## src/rtl/sum_acc_pkg.sv

```systemverilog
// Shared types and default sizing for the sum accumulator stage.
`default_nettype none
`timescale 1ns/1ps

package sum_acc_pkg;

  typedef enum logic [1:0] {
    IDLE  = 2'd0,
    ACCUM = 2'd1,
    HOLD  = 2'd2
  } state_t;

  localparam int DEF_WIDTH     = 32;
  localparam int DEF_ACC_W     = 40;
  localparam int DEF_MAX_BEATS = 16;

  // Counter must represent 1..max_beats inclusive.
  function automatic int beat_cnt_w(input int max_beats);
    return $clog2(max_beats + 1);
  endfunction

endpackage

`default_nettype wire

```

## src/rtl/sum_accumulator_if.sv

```systemverilog
// Beat input and result output channels of the sum accumulator.
`default_nettype none
`timescale 1ns/1ps

interface sum_accumulator_if
  import sum_acc_pkg::*;
#(
  parameter int WIDTH     = DEF_WIDTH,
  parameter int ACC_W     = DEF_ACC_W,
  parameter int MAX_BEATS = DEF_MAX_BEATS
);
  localparam int BW = beat_cnt_w(MAX_BEATS);

  logic             in_valid;
  logic             in_ready;
  logic [WIDTH-1:0] in_sum;
  logic             in_cout;
  logic             in_last;
  logic             out_valid;
  logic             out_ready;
  logic [ACC_W-1:0] out_acc;
  logic [BW-1:0]    out_beats;
  logic             out_ovf;

  modport master (
    output in_valid, in_sum, in_cout, in_last, out_ready,
    input  in_ready, out_valid, out_acc, out_beats, out_ovf
  );

  modport slave (
    input  in_valid, in_sum, in_cout, in_last, out_ready,
    output in_ready, out_valid, out_acc, out_beats, out_ovf
  );

endinterface

`default_nettype wire

```

## src/rtl/sum_acc_add.sv

```systemverilog
// Accumulator adder with carry-out detect; SUM_ACC_SAT_EN selects clamping instead of wrapping.
`default_nettype none
`timescale 1ns/1ps

module sum_acc_add #(
  parameter int ACC_W = 40
) (
  input  logic [ACC_W-1:0] acc,
  input  logic [ACC_W-1:0] beat,
  output logic [ACC_W-1:0] sum,
  output logic             ovf
);

  logic [ACC_W:0] raw;

  assign raw = {1'b0, acc} + {1'b0, beat};
  assign ovf = raw[ACC_W];

`ifdef SUM_ACC_SAT_EN
  // Once clamped, any later non-zero beat overflows again, so the clamp persists.
  assign sum = ovf ? {ACC_W{1'b1}} : raw[ACC_W-1:0];
`else
  assign sum = raw[ACC_W-1:0];
`endif

endmodule

`default_nettype wire

```

## src/rtl/sum_accumulator.sv

```systemverilog
// Burst accumulator for {Cout,Sum} adder beats; one registered total per burst.
// Optional saturation via SUM_ACC_SAT_EN (see sum_acc_add).
`default_nettype none
`timescale 1ns/1ps

module sum_accumulator
  import sum_acc_pkg::*;
#(
  parameter int WIDTH     = DEF_WIDTH,
  parameter int ACC_W     = DEF_ACC_W,
  parameter int MAX_BEATS = DEF_MAX_BEATS
) (
  input  logic               clk,
  input  logic               rst_n,
  sum_accumulator_if.slave   bus
);

  localparam int BW = beat_cnt_w(MAX_BEATS);

  state_t           state;
  state_t           state_nxt;
  logic             ready_r;
  logic             ready_nxt;
  logic             valid_r;
  logic             valid_nxt;
  logic [ACC_W-1:0] acc;
  logic [ACC_W-1:0] acc_nxt;
  logic [BW-1:0]    beats;
  logic [BW-1:0]    beats_nxt;
  logic             ovf;
  logic             ovf_nxt;
  logic [ACC_W-1:0] beat;
  logic [ACC_W-1:0] add_sum;
  logic             add_ovf;
  logic             fire;

  assign beat = ACC_W'({bus.in_cout, bus.in_sum});
  assign fire = bus.in_valid & ready_r;

  sum_acc_add #(.ACC_W(ACC_W)) u_add (
    .acc  (acc),
    .beat (beat),
    .sum  (add_sum),
    .ovf  (add_ovf)
  );

  always_ff @(posedge clk or negedge rst_n) begin
    if (!rst_n) state <= IDLE;
    else        state <= state_nxt;
  end

  always_comb begin
    state_nxt = state;
    case (state)
      IDLE: begin
        if (fire) state_nxt = (bus.in_last || MAX_BEATS == 1) ? HOLD : ACCUM;
      end
      ACCUM: begin
        if (fire && (bus.in_last || beats == BW'(MAX_BEATS - 1))) state_nxt = HOLD;
      end
      HOLD: begin
        if (bus.out_ready) state_nxt = IDLE;
      end
      default: state_nxt = IDLE;
    endcase
  end

  // Handshake flags are registered from the next state so they never see in_valid/out_ready combinationally.
  always_comb begin
    ready_nxt = (state_nxt != HOLD);
    valid_nxt = (state_nxt == HOLD);
    acc_nxt   = acc;
    beats_nxt = beats;
    ovf_nxt   = ovf;
    if (fire && state == IDLE) begin
      acc_nxt   = beat;
      beats_nxt = BW'(1);
      ovf_nxt   = 1'b0;
    end else if (fire && state == ACCUM) begin
      acc_nxt   = add_sum;
      beats_nxt = beats + BW'(1);
      ovf_nxt   = ovf | add_ovf;
    end
  end

  always_ff @(posedge clk or negedge rst_n) begin
    if (!rst_n) begin
      ready_r <= 1'b0;
      valid_r <= 1'b0;
      acc     <= '0;
      beats   <= '0;
      ovf     <= 1'b0;
    end else begin
      ready_r <= ready_nxt;
      valid_r <= valid_nxt;
      acc     <= acc_nxt;
      beats   <= beats_nxt;
      ovf     <= ovf_nxt;
    end
  end

  assign bus.in_ready  = ready_r;
  assign bus.out_valid = valid_r;
  assign bus.out_acc   = acc;
  assign bus.out_beats = beats;
  assign bus.out_ovf   = ovf;

endmodule

`default_nettype wire

```

## src/flat_wrapper.sv

```systemverilog
// flat-port wrapper written by rule: the top's interface ports become plain ports
module sum_accumulator_flat import sum_acc_pkg::*;
#(
  parameter int WIDTH     = DEF_WIDTH,
  parameter int ACC_W     = DEF_ACC_W,
  parameter int MAX_BEATS = DEF_MAX_BEATS
)
  (clk, rst_n, bus_in_valid, bus_in_sum, bus_in_cout, bus_in_last, bus_out_ready, bus_in_ready, bus_out_valid, bus_out_acc, bus_out_beats, bus_out_ovf);
  sum_accumulator_if #(.WIDTH(WIDTH), .ACC_W(ACC_W), .MAX_BEATS(MAX_BEATS)) bus_i ();
  input  logic clk;
  input  logic rst_n;
  input wire logic [$bits(bus_i.in_valid)-1:0] bus_in_valid;
  input wire logic [$bits(bus_i.in_sum)-1:0] bus_in_sum;
  input wire logic [$bits(bus_i.in_cout)-1:0] bus_in_cout;
  input wire logic [$bits(bus_i.in_last)-1:0] bus_in_last;
  input wire logic [$bits(bus_i.out_ready)-1:0] bus_out_ready;
  output wire logic [$bits(bus_i.in_ready)-1:0] bus_in_ready;
  output wire logic [$bits(bus_i.out_valid)-1:0] bus_out_valid;
  output wire logic [$bits(bus_i.out_acc)-1:0] bus_out_acc;
  output wire logic [$bits(bus_i.out_beats)-1:0] bus_out_beats;
  output wire logic [$bits(bus_i.out_ovf)-1:0] bus_out_ovf;
  assign bus_i.in_valid = bus_in_valid;
  assign bus_i.in_sum = bus_in_sum;
  assign bus_i.in_cout = bus_in_cout;
  assign bus_i.in_last = bus_in_last;
  assign bus_i.out_ready = bus_out_ready;
  assign bus_in_ready = bus_i.in_ready;
  assign bus_out_valid = bus_i.out_valid;
  assign bus_out_acc = bus_i.out_acc;
  assign bus_out_beats = bus_i.out_beats;
  assign bus_out_ovf = bus_i.out_ovf;
  sum_accumulator #(.WIDTH(WIDTH), .ACC_W(ACC_W), .MAX_BEATS(MAX_BEATS)) u_core (.clk(clk), .rst_n(rst_n), .bus(bus_i));
endmodule
```

## config.mk

```make
export PLATFORM = sky130hd
export DESIGN_NAME = sum_accumulator_flat
export DESIGN_NICKNAME = d
export VERILOG_FILES = /design/src/rtl/sum_acc_pkg.sv /design/src/rtl/sum_accumulator_if.sv /design/src/rtl/sum_acc_add.sv /design/src/rtl/sum_accumulator.sv /design/src/flat_wrapper.sv
export SDC_FILE = /design/constraint.sdc
export NUM_CORES = 1
export LEC_CHECK = 0
export ABC_CLOCK_PERIOD_IN_PS = 2450
export CAP_MARGIN = 30
export CORE_ASPECT_RATIO = 0.5
export CORE_MARGIN = 4
export CORE_UTILIZATION = 30
export CTS_CLUSTER_SIZE = 24
export DETAILED_ROUTE_END_ITERATION = 8
export PLACE_DENSITY = 0.56
export SLEW_MARGIN = 20
export SYNTH_ARGS = -nofsm -noshare
export SYNTH_HDL_FRONTEND = slang
export SYNTH_SLANG_ARGS = --single-unit
```

## constraint.sdc

```tcl
create_clock -name clk -period 2.45 [get_ports clk]
set_input_delay 0.3675 -clock clk [delete_from_list [all_inputs] [get_ports clk]]
set_output_delay 0.3675 -clock clk [all_outputs]
set_load 0.1 [all_outputs]
```

* Word level (Yosys, flattened, before mapping)
Index checks and enable logic that the tools add are counted.
W data, S select, Z words.
** Word-level totals
- Bits in registers :: 50
- Bits of input ports :: 38
- Output and inout port bits :: 48
** Operators by class
- Add/sub/neg operators :: 2
- Eq/ne operators :: 5
- Muxes and demuxes :: 11
- Bitwise operators :: 2
- Reduce and logical (&&, ||, !) cells :: 6
** Operator list (number)
- $mux W40 :: 2
- $add A40 B33 Y41 :: 1
- $mux W5 :: 2
- $mux W2 :: 4
- $pmux W2 S3 :: 1
- $add A5 B1 Y5 const B :: 1
- $eq A5 B4 Y1 const B :: 1
- $eq A2 B2 Y1 const B :: 2
- $logic_and A1 B1 Y1 :: 3
- $eq A2 B1 Y1 const B :: 1
- $logic_not A2 Y1 :: 1
- $mux W1 :: 2
- $ne A2 B2 Y1 const B :: 1
- $reduce_bool A2 Y1 :: 1
- $and A1 B1 Y1 :: 1
- $logic_or A1 B1 Y1 :: 1
- $or A1 B1 Y1 :: 1

* Longest topological paths before layout
- Depth in word-level cells :: 6
- Depth in mapped cells :: 13

* Modules after synthesis
A second synthesis with hierarchy kept.
** Unflattened totals
- Cell total of the unflattened synthesis :: 526
- Area total of the unflattened synthesis :: 4481.8 um^2
** By module, submodules not included
- sum_accumulator :: instances 1, cells each 218, area an instance 2267.2 um^2, sequential area each 1251.2 um^2
- sum_acc_add :: instances 1, cells each 308, area an instance 2214.6 um^2, sequential area each 0.0 um^2

* Worst setup path before layout
Ideal clock, no wire load.
- Path kind :: flip-flop to flip-flop
- Start point :: register u_core.acc[0] (netlist: u_core.bus.out_acc[0])
- End point :: register u_core.acc[38] (netlist: u_core.bus.out_acc[38])
- Library setup time :: 0.094 ns
- Arrival time :: 3.223 ns
- Setup slack :: -0.867 ns
- Cell stages (with the launch flop) :: 14
- Period minus slack after synthesis :: 3.317 ns
- Cell sequence :: dfrtp_1 > ha_1 > inv_1 > fa_1 > nand2b_1 > a21oi_1 > o21a_1 > o21ai_1 > o221a_2 > o22ai_2 > o22ai_2 > o21bai_4 > a31oi_1 > a211oi_1
** On the way
- Cells in the longest elaborated chain, start to end :: 3
** RTL lines
- start, declared :: line sum_accumulator.sv:26 : logic [ACC_W-1:0] acc;
- start signal, assigned :: line sum_accumulator.sv:96 : acc <= acc_nxt;
- $add A40 B33 Y41 :: line sum_acc_add.sv:16 : assign raw = {1'b0, acc} + {1'b0, beat};
- $mux W40 :: line sum_accumulator.sv:79 : end else if (fire && state == ACCUM) begin
- $mux W40 :: line sum_accumulator.sv:75 : if (fire && state == IDLE) begin
No other way between the ends. The select of a mux whose other input is x is not followed.
A chain may end at the register's enable or synchronous reset.

* Worst setup path in the final report
Same ends and word-level chain as after synthesis.

==> key figures <==
Yosys
  – Syn Inst Count: 508
  – Leading area contributor after synthesis: dfrtp_1
  – Top cells by area, synth: dfrtp_1, ha_1, a21oi_1
  – Mapped Avg Cell Area: ~8.2 um^2
  – Sequential area share after synthesis: 0.300
  – Post-Syn Area: between 4000 and 5000 um^2
  – Area share of the largest cell type after synthesis: 0.300
  – Synth unique cells: 53
  – Net count after synthesis: ~580
  – Flops & latches, synth: 50
  – Number of enable flip-flop cells after synthesis: 0
  – FFs w/ async S/R, synth: 1.00
  – YS warnings: 0
  – Ys flop type: dfrtp_1

Floorplanning
  – DIE WIDTH: roughly 170 um
  – Die outline height: 91.4 um
  – Row count: 30
  – Die area: between 15000 and 20000 um^2
  – Core Area: between 10000 and 15000 um^2
  – IO Pins: 86
  – Starting density of the core: 0.307

Clock tree
  – Clk_lat worst skew: slightly above 0.3 ns
  – CTS Buffer Depth: 2
  – CTS tree: built
  – H-Tree Depth: 2
  – Reg clk slew, reported paths: ~0.09 ns
  – Root Buffer: clkbuf_16
  – TritonCTS buffer count: 5
  – Sink Count: 50
  – CTS Hold Bufs: 0

Critical path
  – Critical path, cell by cell: ha_4, inv_2, fa_2, nand2b_4, a21oi_4, o21a_1, o21ai_2, o221a_4, o22ai_4, o22ai_4, o21bai_4, a31oi_1, a211oi_1
  – Worst Path Required: between 2 and 3 ns
  – Worst path bufs/invs: 1
  – Crit Path Class: flip-flop to flip-flop
  – Top cell by count, worst path: o22ai_4
  – Slowest CP cell: dfrtp_4
  – Critical path launch point type: flip-flop
  – Crit path max fanout: 5
  – Critical path's largest stage delay: roughly 0.44 ns
  – Worst EP arrival: between 2 and 3 ns
  – CP delay by family, top: compound AO/OA/AOI/OAI gates
  – Worst Setup End Kind: flip-flop

STA
  – Worst slew pin tran: approximately 0.43 ns
  – Pins Over Slew Limit: 0
  – Worst Clk Skew: about 0.0073 ns
  – Fmax: roughly 0.37 GHz
  – Period minus WS final: 2.67 ns
  – Setup violators final: 17
  – Final hold viol count: 0
  – Final period utilization: 1.09
  – Slew headroom: 0.715
  – RSZ-0062 raised after global routing: true
  – Final worst slack: -0.220 ns

Detailed routing
  – Starting DRC count in detailed routing: about 230
  – DRC Markers: 0
  – Via density: 4.92
  – 1st-pass router iterations: 5
  – Post-Route WL: ~13 mm
  – ANT nets after route: 0
  – Wire per inst: about 15 um
  – Total number of vias: approximately 4400

Finish
  – Fin nets: about 770
  – Total inserted antenna cells: 0
  – Share of layout cells above drive strength 1: 0.399
  – Area delta synth->final: 60.6%

Min path
  – Worst min path class: primary input to async pin

Run status
  – Failing checks: negative setup slack
  – Outcome: finished, violations left

Global routing
  – All-Layer GR Usage: 0.168
  – Vias in the first global route: between 4000 and 5000
  – Grt total ovfl: 0
  – First-pass GRT wire length: 22.4 mm
  – Largest net degree at the start of global routing: just over 50
  – Initial antenna violation count: 0

Job
  – Max-Cap Viols: 0

Place
  – DP Worst Slack: -0.835 ns
  – Final GP Congestion: just under 0.9
  – Final HPWL DP: between 10 and 15 mm
  – I/O Buffers: 85
==> cells in the mapped netlist, types with 2 or more instances <==
cell type and n:
dfrtp_1 50, o211ai_1 5, ha_1 35, a21oi_1 62, nand2_1 70, a211o_1 3
nor2_1 40, a41o_1 2, or2_2 2, nor3_1 3, o21ai_0 37, clkbuf_1 13
nand3b_1 2, clkbuf_8 3, o21ai_1 13, mux2_2 2, o22ai_1 2, buf_2 5
o21a_1 4, a31oi_1 7, o22ai_2 2, mux2i_1 22, o21bai_1 5, xor2_1 11
or3_1 2, nor4_1 2, nand3_1 11, and3_1 9, inv_1 17, o31ai_1 3
a21o_1 17, nand4_1 6, a211oi_1 2, xnor2_1 18, nand2b_1 3
==> placed cells by master (no fill, tap or decap), types with 14 or more instances in the layout <==
master and count:
dfrtp_1 21, mux2i_1 22, a21o_1 17, nor2_1 35
a21oi_1 52, o21ai_0 32, inv_1 16, xnor2_1 14
nand2_1 67, buf_4 157, ha_4 22, o21ai_1 14
dfrtp_4 25, clkdlybuf4s50_1 25
==> kinds of logic after synthesis <==
logic type                 count (synthesis)  synth area share
xor gates and xnor gates                  29            0.0609
adders and majority gates                 36             0.110
DFF                                       50             0.300
muxes                                     24            0.0582
and+or+nand+nor                          156             0.170
buffers and inverters                     39            0.0438
AOI/OAI and AO/OA                        174             0.257
==> sequential cells by signal (all words and copies together), names as in the netlist <==
name,cells
u_core.bus.in_ready,1
u_core.bus.out_acc,40
u_core.bus.out_beats,5
u_core.bus.out_ovf,1
u_core.bus.out_valid,1
u_core.state,2
==> stage by stage <==
step / std cells / instance area [um^2] / hold slack, ns / util / TNS (ns)
after floorplan: 508 / 4570 / 0.0719 / - / -1.80
after global placement: 868 / 6190 / 0.393 / 0.455 / -13.95
after detailed placement: 868 / 6190 / 0.397 / 0.455 / -14.62
after CTS: 885 / 6550 / 0.0665 / 0.482 / -2.42
after global routing: 886 / 6700 / 0.0799 / 0.493 / -5.10
final: 886 / 6700 / 0.0371 / 0.493 / -2.22
==> timing repair <==
action | 4_1_cts | 5_1_grt
pin swaps | 23 | 16
resized for setup | 31 | 33
endpoints found under the setup margin | 22 | 30
setup buffers | 10 | 3
==> routing by layer <==
metal | global-route usage | vias up | wire [um]
li1 | - | 2191 | -
met1 | 0.249 | 2087 | 6880
met2 | 0.263 | 73 | 5960
met3 | 0.0287 | 9 | 520
met4 | 0.0242 | 0 | 102
met5 | 0 | - | 0
==> layout make-up <==
cell class	instances	area (um^2)
clock buffer	5	125
timing repair buffer	200	1630
inverter	17	63.8
multi-input combinational	419	3260
sequential	50	1350
fill	1317	6890
clock inverter	3	28.8
tap	192	240
==> final timing paths <==
check	from	end	slack, ns	cells after the start
max reg2reg	u_core.bus.out_acc[0]	u_core.bus.out_acc[38]	-0.22	13
max in group asynchronous	rst_n	u_core.bus.out_acc[13]	2.11	2
min reg2reg	u_core.bus.out_ovf	u_core.bus.out_ovf	0.51	2
max	u_core.bus.out_acc[0]	u_core.bus.out_acc[38]	-0.22	13
min in group clk	bus_in_sum[10]	u_core.bus.out_acc[10]	0.46	3
min	rst_n	u_core.bus.out_acc[35]	0.04	2
==> worst register-to-register path, cell delays in order, from the launching register on <==
cell and delay (ns):
dfrtp_4 0.44, ha_4 0.14, inv_2 0.04, fa_2 0.35
nand2b_4 0.16, a21oi_4 0.13, o21a_1 0.17, o21ai_2 0.09
o221a_4 0.30, o22ai_4 0.14, o22ai_4 0.12, o21bai_4 0.21
a31oi_1 0.13, a211oi_1 0.17
Power is not shown: default switching activity piles up to over one toggle a cycle in this logic, so the estimate is an artifact.
